$ cat src/rtl/lifo_pkg.sv
// Shared definitions for the stack arbiter: op codes, reset stretch length
// and width helpers used by the arbiter top and its round-robin picker.
package lifo_pkg;

  typedef enum logic [2:0] {
    OP_NONE,
    OP_PUSH,
    OP_POP,
    OP_SWAP,
    OP_EMPTY_POP
  } op_t;

  // Clocks lifo_reset stays high after the arbiter leaves reset.
  localparam int RST_STRETCH = 2;

  function automatic int count_w(input int size);
    return $clog2(size + 1);
  endfunction

  function automatic int idx_w(input int n);
    return (n < 2) ? 1 : $clog2(n);
  endfunction

endpackage

$ cat src/rtl/rr_arbiter.sv
// Round-robin picker: lowest eligible index at or after ptr, wrapping.
// Ports: elig/ptr in; one-hot gnt, binary idx and any-grant flag out.
module rr_arbiter
  import lifo_pkg::*;
#(
  parameter int N = 4,
  localparam int IW = idx_w(N)
) (
  input  logic [N-1:0]  elig,
  input  logic [IW-1:0] ptr,
  output logic [N-1:0]  gnt,
  output logic [IW-1:0] idx,
  output logic          any
);

  localparam int SW = IW + 1;

  logic [N-1:0]  rot;
  logic [SW-1:0] off;
  logic [SW-1:0] sum;

  always_comb begin
    // rotate so bit 0 is the requester at ptr
    rot = N'({elig, elig} >> ptr);
    off = '0;
    any = |elig;
    for (int o = N - 1; o >= 0; o--) begin
      if (rot[o]) off = SW'(o);
    end
    sum = {1'b0, ptr} + off;
    if (sum >= SW'(N)) sum = sum - SW'(N);
    idx = sum[IW-1:0];
    gnt = any ? (N'(1) << idx) : '0;
  end

endmodule

$ cat src/rtl/lifo_arbiter.sv
// Shares one stack between NUM_REQ requesters: round-robin push/pop/swap,
// full/empty guarding, pop data routing, stack reset stretch, level mirror.
// Ports:
//   clock, reset            clock and async active-high reset
//   req_push/req_pop/data   per-requester requests (push+pop = swap)
//   gnt                     one-hot combinational accept
//   resp_valid/empty/data   response to the owner, cycle after grant
//   lifo_*                  attached stack interface
//   level, sync_err         occupancy mirror and sticky mismatch flag
module lifo_arbiter
  import lifo_pkg::*;
#(
  parameter int DATA_W = 10,
  parameter int LIFO_SIZE = 6,
  parameter int NUM_REQ = 4,
  localparam int COUNT_W = count_w(LIFO_SIZE),
  localparam int IDX_W = idx_w(NUM_REQ)
) (
  input  logic                      clock,
  input  logic                      reset,
  input  logic [NUM_REQ-1:0]        req_push,
  input  logic [NUM_REQ-1:0]        req_pop,
  input  logic [NUM_REQ*DATA_W-1:0] req_data,
  output logic [NUM_REQ-1:0]        gnt,
  output logic [NUM_REQ-1:0]        resp_valid,
  output logic [NUM_REQ-1:0]        resp_empty,
  output logic [DATA_W-1:0]         resp_data,
  output logic                      lifo_reset,
  output logic                      lifo_write,
  output logic                      lifo_read,
  output logic [DATA_W-1:0]         lifo_datain,
  input  logic [DATA_W-1:0]         lifo_dataout,
  input  logic                      lifo_val,
  input  logic                      lifo_full,
  output logic [COUNT_W-1:0]        level,
  output logic                      sync_err
);

  localparam logic [COUNT_W-1:0] FULL_LVL = COUNT_W'(LIFO_SIZE);
  localparam logic [IDX_W-1:0]   LAST_IDX = IDX_W'(NUM_REQ - 1);

  logic [1:0]         rst_cnt;
  logic [1:0]         rst_nxt;
  logic [IDX_W-1:0]   rr_ptr;
  logic [NUM_REQ-1:0] elig;
  logic [NUM_REQ-1:0] pick;
  logic [IDX_W-1:0]   pick_idx;
  logic               pick_any;
  op_t                op;
  op_t                rsp_op;
  logic [IDX_W-1:0]   rsp_own;
  logic [DATA_W-1:0]  rsp_hold;
  logic               rsp_real;
  logic               err_now;
  logic [NUM_REQ-1:0] own_hot;

  // Stack reset stretch: high in reset and for RST_STRETCH clocks after.
  assign rst_nxt = (rst_cnt != 2'd0) ? rst_cnt - 2'd1 : 2'd0;

  always_ff @(posedge clock or posedge reset) begin
    if (reset) begin
      rst_cnt    <= 2'(RST_STRETCH);
      lifo_reset <= 1'b1;
    end else begin
      rst_cnt    <= rst_nxt;
      lifo_reset <= (rst_nxt != 2'd0);
    end
  end

  always_comb begin
    elig = '0;
    for (int i = 0; i < NUM_REQ; i++) begin
      unique case ({req_push[i], req_pop[i]})
        2'b10:   elig[i] = (level < FULL_LVL);
        2'b01:   elig[i] = 1'b1;
        2'b11:   elig[i] = (level != '0);
        default: elig[i] = 1'b0;
      endcase
    end
    if (lifo_reset) elig = '0;
  end

  rr_arbiter #(
    .N(NUM_REQ)
  ) u_rr (
    .elig(elig),
    .ptr (rr_ptr),
    .gnt (pick),
    .idx (pick_idx),
    .any (pick_any)
  );

  assign gnt = pick;

  always_comb begin
    op = OP_NONE;
    if (pick_any) begin
      unique case ({req_push[pick_idx], req_pop[pick_idx]})
        2'b10:   op = OP_PUSH;
        2'b11:   op = OP_SWAP;
        default: op = (level != '0) ? OP_POP : OP_EMPTY_POP;
      endcase
    end
  end

  assign lifo_write  = (op == OP_PUSH) || (op == OP_SWAP);
  assign lifo_read   = (op == OP_POP) || (op == OP_SWAP);
  assign lifo_datain = req_data[pick_idx*DATA_W +: DATA_W];

  always_ff @(posedge clock or posedge reset) begin
    if (reset) begin
      rr_ptr  <= '0;
      level   <= '0;
      rsp_op  <= OP_NONE;
      rsp_own <= '0;
    end else begin
      rsp_op <= op;
      if (pick_any) begin
        rsp_own <= pick_idx;
        rr_ptr  <= (pick_idx == LAST_IDX) ? '0 : pick_idx + IDX_W'(1);
      end
      unique case (op)
        OP_PUSH: level <= level + COUNT_W'(1);
        OP_POP:  level <= level - COUNT_W'(1);
        default: ;
      endcase
    end
  end

  // Response side: data comes straight from the stack in the cycle
  // after the read; an empty-pop replays the last returned word.
  assign rsp_real   = (rsp_op == OP_POP) || (rsp_op == OP_SWAP);
  assign own_hot    = NUM_REQ'(1) << rsp_own;
  assign resp_valid = rsp_real ? own_hot : '0;
  assign resp_empty = (rsp_op == OP_EMPTY_POP) ? own_hot : '0;
  assign resp_data  = rsp_real ? lifo_dataout : rsp_hold;

  assign err_now = (rsp_real && !lifo_val) ||
                   (!lifo_reset && (lifo_full != (level == FULL_LVL)));

  always_ff @(posedge clock or posedge reset) begin
    if (reset) begin
      rsp_hold <= '0;
      sync_err <= 1'b0;
    end else begin
      if (rsp_real) rsp_hold <= lifo_dataout;
      if (err_now) sync_err <= 1'b1;
    end
  end

endmodule

$ cat config.mk
export PLATFORM = sky130hd
export DESIGN_NAME = lifo_arbiter
export DESIGN_NICKNAME = d
export VERILOG_FILES = /design/src/rtl/lifo_pkg.sv /design/src/rtl/rr_arbiter.sv /design/src/rtl/lifo_arbiter.sv
export SDC_FILE = /design/constraint.sdc
export NUM_CORES = 1
export LEC_CHECK = 0
export CAP_MARGIN = 10
export CORE_ASPECT_RATIO = 1.1
export CORE_MARGIN = 2
export CORE_UTILIZATION = 43
export DETAILED_ROUTE_END_ITERATION = 7
export PLACE_DENSITY = 0.86
export SYNTH_ARGS = -nofsm -noshare
export SYNTH_HDL_FRONTEND = slang
export SYNTH_SLANG_ARGS = --single-unit
$ cat constraint.sdc
create_clock -name clock -period 10.8 [get_ports clock]
set_input_delay 1.08 -clock clock [delete_from_list [all_inputs] [get_ports clock]]
set_output_delay 1.08 -clock clock [all_outputs]
set_load 0.01 [all_outputs]
======== After elaboration in Yosys (flattened, before gate mapping) ========
Cells that the tools add are included.
word-level totals
  RAM bits ................................ 0
  memories ................................ 0
  input bits .............................. 62
  bits in read-only memories .............. 0
  bits in latches ......................... 0
  logic and storage cells ................. 82
  output and inout bits ................... 39
  register bits after elaboration ......... 24
operators by class
  equality and inequality tests ........... 23
  div/mod/pow operators ................... 0
  order comparisons ....................... 3
  reduce and logical (&&, ||, !) cells .... 13
  add/subtract/negate cells ............... 6
  mux-type cells .......................... 24
  shifts and indexed selects .............. 4
  $mul .................................... 1
  bitwise gates (word level) .............. 0
operators by type and width
  kind                                                         count
  variable part select 40 x 7 -> 10 bit                        1
  == test 2 bit (second input constant)                        11
  2-to-1 mux 4 bit                                             4
  2-to-1 mux 2 bit                                             7
  == test 3 x 2 -> 1 bit (second input constant)               4
  case mux 1 bit (3 select lines)                              4
  case mux 3 bit (2 select lines)                              2
  2-to-1 mux 10 bit                                            1
  == test 2 x 1 -> 1 bit (second input constant)               4
  left shift 1 x 2 -> 4 bit (first input constant)             2
  >> shifter 8 x 2 -> 4 bit                                    1
  == test 3 bit (second input constant)                        2
  2-to-1 mux 3 bit                                             2
  nonzero test 2 bit                                           3
  multiplier 2 x 3 -> 5 bit (second input constant)            1
  binary-select mux 1 bit (select 2 bit)                       2
  logical OR 1 bit                                             4
  OR reduction 4 bit                                           1
  subtractor 2 x 1 -> 2 bit (second input constant)            2
  adder 2 x 2 -> 3 bit                                         1
  adder 3 x 1 -> 3 bit (second input constant)                 1
  == test 3 x 1 -> 1 bit (second input constant)               1
  >= comparator 3 bit (second input constant)                  1
  less-than comparator 2 x 3 -> 1 bit (second input constant)  1
  other kinds (8)                                              11

======== Longest topological paths before layout ========
Gate-level depths: netlist (run 1).
  word-level depth ........................ 18
  mapped depth ............................ 19
  depth with buffers taken out ............ 17

======== Cells and area by module ========
Synthesis (run 1) repeated with hierarchy kept, for this count alone.
unflattened totals
  cells, all modules ...................... 153
  area, all modules ....................... 1704.1 um^2
modules (own cells, without submodules)
  module        seq. area each (um^2)  times used  cells each  area an instance (um^2)
  lifo_arbiter  603.1                  1           116         1413.9
  rr_arbiter    0.0                    1           37          290.3

======== Worst setup path before layout (run 1) ========
No wires, ideal clock.
  path kind ............................... input -> output
  from .................................... input req_push[1]
  to ...................................... output lifo_datain[0]
  required time ........................... 9720 ps
  setup slack ............................. 6025 ps
  data arrival time ....................... 3695 ps
  cell stages on the path ................. 10
  buffers on the path ..................... 2
  path through ............................ a21boi_0 o221ai_2 nand3_1 o31ai_1 o21ai_0 o211ai_1 ha_1 clkbuf_1 buf_1 mux4_2
between the ends
  word-level cells in the longest chain between the ends .. 13
  elaborated cells on any way between the ends .. 16
  classes of those cells .................. add/sub: 2; mul: 1; order compare: 1; eq/ne: 3; shift: 2; mux: 7
ends and longest elaborated chain
  element                                                           line                 RTL
  from (decl)                                                       lifo_arbiter.sv:21   input logic [NUM_REQ-1:0] req_push,
  == test 2 bit or == test 2 x 1 -> 1 bit (tied branches)           lifo_arbiter.sv:73   unique case ({req_push[i], req_pop[i]})
  case mux 1 bit (3 select lines) *                                 lifo_arbiter.sv:73
  2-to-1 mux 4 bit *                                                lifo_arbiter.sv:80   if (lifo_reset) elig = '0;
  >> shifter 8 x 2 -> 4 bit *                                       rr_arbiter.sv:24     rot = N'({elig, elig} >> ptr);
  2-to-1 mux 2 bit (3 in a row)                                     rr_arbiter.sv:28     if (rot[o]) off = SW'(o);
  2-to-1 mux 2 bit *                                                rr_arbiter.sv:28
  adder 2 x 2 -> 3 bit *                                            rr_arbiter.sv:30     sum = {1'b0, ptr} + off;
  >= comparator 3 bit or subtractor 2 x 1 -> 2 bit (tied branches)  rr_arbiter.sv:31     if (sum >= SW'(N)) sum = sum - SW'(N);
  2-to-1 mux 2 bit *                                                rr_arbiter.sv:31
  named net pick_idx[0]                                             lifo_arbiter.sv:47   logic [IDX_W-1:0] pick_idx;
  multiplier 2 x 3 -> 5 bit *                                       lifo_arbiter.sv:108  assign lifo_datain = req_data[pick_idx*DATA_W +: DATA_W];
  variable part select 40 x 7 -> 10 bit *                           lifo_arbiter.sv:108
  to (decl)                                                         lifo_arbiter.sv:31   output logic [DATA_W-1:0] lifo_datain,
Mark *: on every way through the listed nets, which the timed path passes. The rest lies on a longest branch.

======== Worst setup path after layout (run 1) ========
  from .................................... input req_push[1]
  to ...................................... output lifo_read
between the ends
  word-level cells in the longest chain between the ends .. 18
  elaborated cells on any way between the ends .. 26
  classes of those cells .................. add/sub: 2; order compare: 1; eq/ne: 7; shift: 1; mux: 13; reduce/logical: 2
ends and longest elaborated chain
  element                                                           line                 RTL
  == test 2 bit or == test 2 x 1 -> 1 bit (tied branches)           lifo_arbiter.sv:73
  case mux 1 bit (3 select lines) *                                 lifo_arbiter.sv:73
  2-to-1 mux 4 bit *                                                lifo_arbiter.sv:80
  >> shifter 8 x 2 -> 4 bit *                                       rr_arbiter.sv:24
  2-to-1 mux 2 bit (3 in a row)                                     rr_arbiter.sv:28
  2-to-1 mux 2 bit *                                                rr_arbiter.sv:28
  adder 2 x 2 -> 3 bit *                                            rr_arbiter.sv:30
  >= comparator 3 bit or subtractor 2 x 1 -> 2 bit (tied branches)  rr_arbiter.sv:31
  2-to-1 mux 2 bit *                                                rr_arbiter.sv:31
  named net pick_idx[0]                                             lifo_arbiter.sv:47
  binary-select mux 1 bit (select 2 bit)                            lifo_arbiter.sv:98   unique case ({req_push[pick_idx], req_pop[pick_idx]})
  2-to-1 mux 1 bit (not written as such)                            lifo_arbiter.sv:98
  == test 2 bit                                                     lifo_arbiter.sv:98
  case mux 3 bit (2 select lines) *                                 lifo_arbiter.sv:98
  2-to-1 mux 3 bit *                                                lifo_arbiter.sv:97   if (pick_any) begin
  == test 3 x 2 -> 1 bit                                            lifo_arbiter.sv:107  assign lifo_read = (op == OP_POP) || (op == OP_SWAP);
  logical OR 1 bit *                                                lifo_arbiter.sv:107
  to (decl)                                                         lifo_arbiter.sv:30   output logic lifo_read,
Mark *: on every way through the listed nets, which the timed path passes. The rest lies on a longest branch. The select of a mux whose other input is x is not followed.

==> flow_summary_export.csv, run 1 <==
group,metric,value,unit
finish,fin_area,3030,um2
grt,grt_overflow,0,
finish,final_cell_mix,"100 x clkdlybuf4s50_1, 24 x nand2_1, 22 x dfrtp_1",
logic_synthesis,synthFlopType,"dfrtp_1",
setup_path,worstPathMaxFanout,22,
timing,max_freq,160,MHz
floorplan,core_area,4350,um2
setup_path,cp_top_family,"buffers and inverters",
logic_synthesis,syn-cell-area,1950,um2
cts,cts-root-buf,"clkbuf_8",
finish,regArea,603,um2
timing,setup_viol_count_final,0,
timing,finalMaxSlewViolations,0,
place,dp_hpwl,4320,um
finish,drive_above_1_share,12.8,%
cts,htreeDepth,1,
worst_hold_path,hold_class,"register to register",
detailed_routing,drt_iter0_drc,81,
logic_synthesis,synth_xor_area_share,3.20,%
logic_synthesis,syn_avg_cell_area,9.62,um2
finish,mostFrequentLayoutCell,"clkdlybuf4s50_1",
finish,area_growth,55.3,%
logic_synthesis,yosys.area_share.simple,19.9,%
cts,cts_hold_buf,0,
detailed_routing,via_per_inst,5.43,
setup_path,r2r-start,"level[1]",
cts,clock-sinks,24,
timing,rsz0062_at_grt,"no",
detailed_routing,wl_per_cell,15.1,um
setup_path,critical_path.cell_chain,"clkdlybuf4s50_1, a21boi_0, o221ai_2, nand3_1, o31ai_1, o21ai_0, o211ai_1, ha_1, mux2_2, nor2_1, nand2_1, mux2i_1, nor2_1, a21oi_1, clkdlybuf4s50_1",
finish,n_fill_cell,347,
grt,grt_pass1_wl,8220,um
detailed_routing,num_vias,1900,
floorplan,die_h,74.7,um
logic_synthesis,seq_area_frac_synth,30.9,%
power_and_ir_drop,cellLeakagePower,1.18,nW
status,status,"finished clean",
logic_synthesis,synthAdderAreaFrac,4.23,%
setup_path,reg2reg_slack,5780,ps
logic_synthesis,synth_enable_flop_cells,0,
cts,clk_latency,270,ps
logic_synthesis,yosys_warnings,0,
power_and_ir_drop,peakVddDrop,254,uV
timing,fin_tns_setup,0,ps
detailed_routing,drtAntennaViolNets,0,
logic_synthesis,synth_top_family_by_area,"multiplexers",
logic_synthesis,async_flop_share,100,%
setup_path,r2r_end,"level[2]",
cts,cts.clk_slew.worst_paths,80,ps
cts,cts_resized,0,
place,gp_congestion,0.804,
cts,cts_tree,"done",
setup_path,crit_type,"primary input to primary output",
setup_path,slowest_stage,"ha_1",
timing,max-slew-margin-rel,36.2,%
cts,post-cts-setup-buffers,0,
job,maxCapViolCount,0,
setup_path,cp.required,9720,ps
setup_path,cp.arrival,5180,ps
worst_hold_path,holdPathStages,0,
floorplan,die_area,5100,um2
timing,layout_min_cycle_time,6260,ps
detailed_routing,drc,0,
floorplan,num_rows,25,
cts,clk_path_buf_depth,2,
logic_synthesis,synth_compound_area_share,10.9,%
floorplan,io_pins,101,
floorplan,start_util,44.9,%
logic_synthesis,syn_inst,203,
logic_synthesis,ys_ff_latch,24,
worst_hold_path,hold_end,"lifo_reset",
place,port_buffers,100,
setup_path,crit_buf_inv,2,
setup_path,start_kind,"primary input",
logic_synthesis,synthMuxAreaShare,25.4,%
power_and_ir_drop,power_density,385,nW/um2
finish,fin_nets,365,
logic_synthesis,yosysUniqueCellTypes,40,
timing,period_share,58.0,%
timing,final_hold_viol_count,0,
finish,final_util,69.8,%
detailed_routing,firstDrtPassIters,7,
grt,grt_pass1_vias,1787,
cts,cts_made_buffers,3,
setup_path,crit_path_end_kind,"primary output",
timing,skew,1.98,ps
timing,tightest_slew,956,ps
place,post_dp_cell_area,2960,um2
worst_hold_path,hp-start,"rst_cnt[1]",
grt,grt_util_all_layers,20.8,%
logic_synthesis,syn-num-nets,271,
grt,antenna_found_initial,0,
setup_path,reg2reg_depth,15,
floorplan,die_w,68.3,um
finish,multi_input_area,1240,um2
setup_path,slowest_delay,940,ps
finish,antenna_cells,0,
detailed_routing,wirelength,5290,um
grt,grt_max_degree,26,
-- state kept, by name, indices dropped and copies added, names as in the netlist --
name,count
level,3
rst_cnt,2
rsp_hold,10
sync_err,1
lifo_reset,1
rr_ptr,2
rsp_op,3
rsp_own,2
-- cells in the mapped netlist, types with 3 or more instances --
cell type / n / area [um2]
nand2_1: 24 / 90.1
dfrtp_1: 22 / 551
nor2_1: 21 / 78.8
nor3_1: 14 / 70.1
mux2_2: 13 / 146
mux2i_1: 11 / 110
mux4_2: 10 / 225
clkbuf_1: 8 / 30.0
inv_1: 7 / 26.3
nand3_1: 7 / 35.0
ha_1: 5 / 62.6
nor2b_1: 5 / 31.3
o21ai_0: 5 / 25.0
a21boi_0: 4 / 30.0
nand2b_1: 4 / 25.0
nand4_1: 4 / 25.0
a21oi_1: 3 / 15.0
buf_6: 3 / 33.8
xnor2_1: 3 / 26.3
-- power by group --
group          switching, mW  total, mW  internal [mW]
logic                  0.427      0.923          0.496
clock network         0.0282     0.0777         0.0496
registers             0.0352      0.168          0.133
total                  0.490       1.17          0.679
-- worst max-delay path by stage --
stage / from / end / slack (ps) / cells past startpoint
CTS: req_push[1] / lifo_read / 4510 / 15
detailed placement: req_push[1] / lifo_read / 4510 / 15
global route: req_push[3] / lifo_read / 4030 / 14
finish: req_push[1] / lifo_read / 4540 / 15
global placement: req_push[1] / lifo_read / 4640 / 15
floorplan: req_push[1] / lifo_datain[0] / 6030 / 10
-- cell type report --
class	instances	area share (%)
well taps	54	2.23
multi-input cells	158	41.0
clock buffers	3	1.36
repair buffers	102	33.5
inverters	8	1.07
clock inverters	1	0.990
flip-flops and latches	24	19.9
-- metrics by stage --
stage / power, mW / setup slack (ps) / hold slack (ps) / instances
finish: 1.17 / 4540 / 377 / 350
global route: 1.27 / 4030 / 382 / 350
CTS: 1.18 / 4510 / 377 / 350
detailed placement: 1.10 / 4510 / 360 / 346
global placement: 1.07 / 4640 / 361 / 346
floorplan: 0.755 / 6030 / 395 / 203
-- cell families (layout without fill, tap and decap cells) --
family / Yosys count / after routing
AO/OA/AOI/OAI: 28 / 28
XOR/XNOR: 5 / 5
adder cells (fa/ha/maj): 6 / 6
buffers and inverters: 21 / 114
flip-flops: 24 / 24
multiplexers: 35 / 35
AND/OR/NAND/NOR: 84 / 84
-- routing by layer --
metal,up-vias,track usage [%],share of wire (%)
met1,897,27.0,41
met2,71,35.6,51
met5,-,0,0
met4,0,8.22,1.7
met3,8,1.94,5.8
li1,924,-,-
Note: power is estimated with default switching activity, not from simulation.
==> run 2: changes to the inputs <==
--- a/config.mk
+++ b/config.mk
@@ -8,9 +8,9 @@
 export CAP_MARGIN = 10
 export CORE_ASPECT_RATIO = 1.1
 export CORE_MARGIN = 2
-export CORE_UTILIZATION = 43
+export CORE_UTILIZATION = 40
 export DETAILED_ROUTE_END_ITERATION = 7
-export PLACE_DENSITY = 0.86
+export PLACE_DENSITY = 0.81
 export SYNTH_ARGS = -nofsm -noshare
 export SYNTH_HDL_FRONTEND = slang
 export SYNTH_SLANG_ARGS = --single-unit
==> constraint.sdc (replaced) <==
create_clock -name clock -period 6.4 [get_ports clock]
set_input_delay 0.64 -clock clock [delete_from_list [all_inputs] [get_ports clock]]
set_output_delay 0.64 -clock clock [all_outputs]
set_load 0.01 [all_outputs]
==> run 2 against run 1 <==
Against the previous run: clock skew is 0.58 ps higher; core utilization fell by 5.1 points; routed wire length grew 2.4%; via count decreased by 0.74%; cell area fell by 0.21%; clock-buffer cell count up 1; flip-flop and latch count is the same.
==> flow_summary_export.csv, run 2 (synthesis gave the netlist of run 1 again) <==
group,metric,value,unit
status,status,"finished clean",
timing,finalMaxSlewViolations,0,
power_and_ir_drop,totalPowerFinal,1.96,mW
power_and_ir_drop,p_int,1.12,mW
grt,grt_overflow,0,
finish,final_cells,353,
place,port_buffers,100,
finish,area_growth,55.0,%
place,dp_slack,1330,ps
setup_path,crit_path_end_kind,"primary output",
place,dpl.cell_count,349,
floorplan,die_w,70.6,um
detailed_routing,firstDrtPassIters,4,
cts,cts.clk_slew.worst_paths,80,ps
finish,mostFrequentLayoutCell,"clkdlybuf4s50_1",
power_and_ir_drop,power_density,647,nW/um2
floorplan,io_pins,101,
grt,grt_pass1_vias,1842,
timing,layout_min_cycle_time,5140,ps
timing,skew,2.56,ps
setup_path,cp.arrival,4500,ps
cts,clk_path_buf_depth,2,
detailed_routing,via_per_inst,5.34,
finish,fin_nets,366,
detailed_routing,drtAntennaViolNets,0,
power_and_ir_drop,power_frac_seq,14.4,%
power_and_ir_drop,peakVddDrop,452,uV
setup_path,cp.required,5760,ps
timing,final_hold_viol_count,0,
detailed_routing,num_vias,1886,
detailed_routing,drc,0,
detailed_routing,drt_iter0_drc,50,
detailed_routing,wl_per_cell,15.3,um
floorplan,start_util,41.7,%
floorplan,core_area,4680,um2
cts,post-cts-setup-buffers,0,
worst_hold_path,hold_class,"register to register",
floorplan,num_rows,26,
timing,max-slew-margin-rel,40.9,%
timing,rsz0062_at_grt,"no",
cts,cts_resized,0,
finish,regMostFlops,"rsp_hold",
setup_path,crit_type,"register to primary output",
finish,final_cell_mix,"100 x clkdlybuf4s50_1, 24 x nand2_1, 22 x dfrtp_1",
setup_path,start_kind,"register",
grt,grt_pass1_wl,8520,um
place,dp_hpwl,4450,um
power_and_ir_drop,combPwrFrac,80.5,%
timing,fin_ws,1260,ps
finish,largest_register_ff_count,10,
timing,period_share,80.4,%
power_and_ir_drop,sw_frac_of_total,42.7,%
grt,grt_util_all_layers,19.3,%
finish,reg.largest.list,"rsp_hold (10), level (3), rsp_op (3)",
timing,max_freq,194,MHz
power_and_ir_drop,cellLeakagePower,1.17,nW
timing,setup_viol_count_final,0,
grt,grt_max_degree,26,
cts,cts_made_buffers,3,
cts,clk_latency,260,ps
cts,clock-sinks,24,
power_and_ir_drop,clock_power_share,5.0,%
floorplan,die_h,77.3,um
timing,fin_tns_setup,0,ps
cts,cts-root-buf,"clkbuf_8",
finish,antenna_cells,0,
setup_path,worstPathMaxFanout,15,
cts,htreeDepth,1,
grt,antenna_found_initial,0,
finish,final_util,64.6,%
timing,tightest_slew,880,ps
place,gp_congestion,0.876,
detailed_routing,wirelength,5420,um
cts,cts_tree,"done",
job,maxCapViolCount,0,
finish,drive_above_1_share,13.1,%
cts,cts_hold_buf,0,
power_and_ir_drop,power.switching,0.837,mW
floorplan,die_area,5460,um2
run 2: cell types whose count changed in the layout (fill, tap and decap cells not counted):
cell       change
clkbuf_8       +1
bufinv_16      -1
buf_4          +1
run 2: critical path: stages (launching register included):
cell,delay (ps)
dfrtp_1,520
or3_1,550
o221ai_1,490
nand2_1,170
nand4_1,120
o211ai_1,90
ha_1,230
xnor2_1,700
xnor2_4,360
inv_4,180
ha_1,160
nor2b_1,120
clkdlybuf4s50_1,550
run 2: metal layers:
| layer | part of all wire, % | wire length (um) | track usage, % |
|---|---|---|---|
| met1 | 41 | 2230 | 23.3 |
| met2 | 51 | 2790 | 35.5 |
| met3 | 6.3 | 343 | 2.50 |
| met4 | 0.94 | 51 | 5.47 |
| met5 | 0 | 0 | 0 |
run 2: through the flow:
step	area, um2	hold WS [ps]
6_report	3030	380
3_5_place_dp	2970	362
4_1_cts	3030	378
2_1_floorplan	1950	395
5_1_grt	3030	381
3_3_place_gp	2970	361
run 2: path summary, 6_finish.rpt:
| check | startpoint | slack (ps) | cells after the start | endpoint |
|---|---|---|---|---|
| worst max-delay path | level[2] | 1260 | 12 | gnt[0] |
| worst min-delay path | rst_cnt[1] | 380 | 0 | lifo_reset |
| worst max register to register | level[2] | 1460 | 16 | level[2] |
| worst min register to register | rst_cnt[1] | 380 | 0 | lifo_reset |
| max in group asynchronous | reset | 5010 | 2 | rsp_hold[4] |
| min in group asynchronous | reset | 860 | 2 | rsp_hold[9] |
run 2: layout make-up:
type / instances / area (um2)
Multi-Input combinational cell: 158 / 1240
Clock buffer: 4 / 55.1
Tap cell: 56 / 70.1
Sequential cell: 24 / 603
Timing Repair Buffer: 103 / 1020
Fill cell: 388 / 1660
Inverter: 8 / 32.5
run 2: power by group through the flow:
stage / clock network (mW) / registers, mW / logic (mW)
2_1_floorplan: 0 / 0.258 / 1.02
3_3_place_gp: 0 / 0.282 / 1.55
3_5_place_dp: 0 / 0.285 / 1.58
4_1_cts: 0.101 / 0.282 / 1.59
5_1_grt: 0.107 / 0.293 / 1.69
6_report: 0.0987 / 0.283 / 1.58
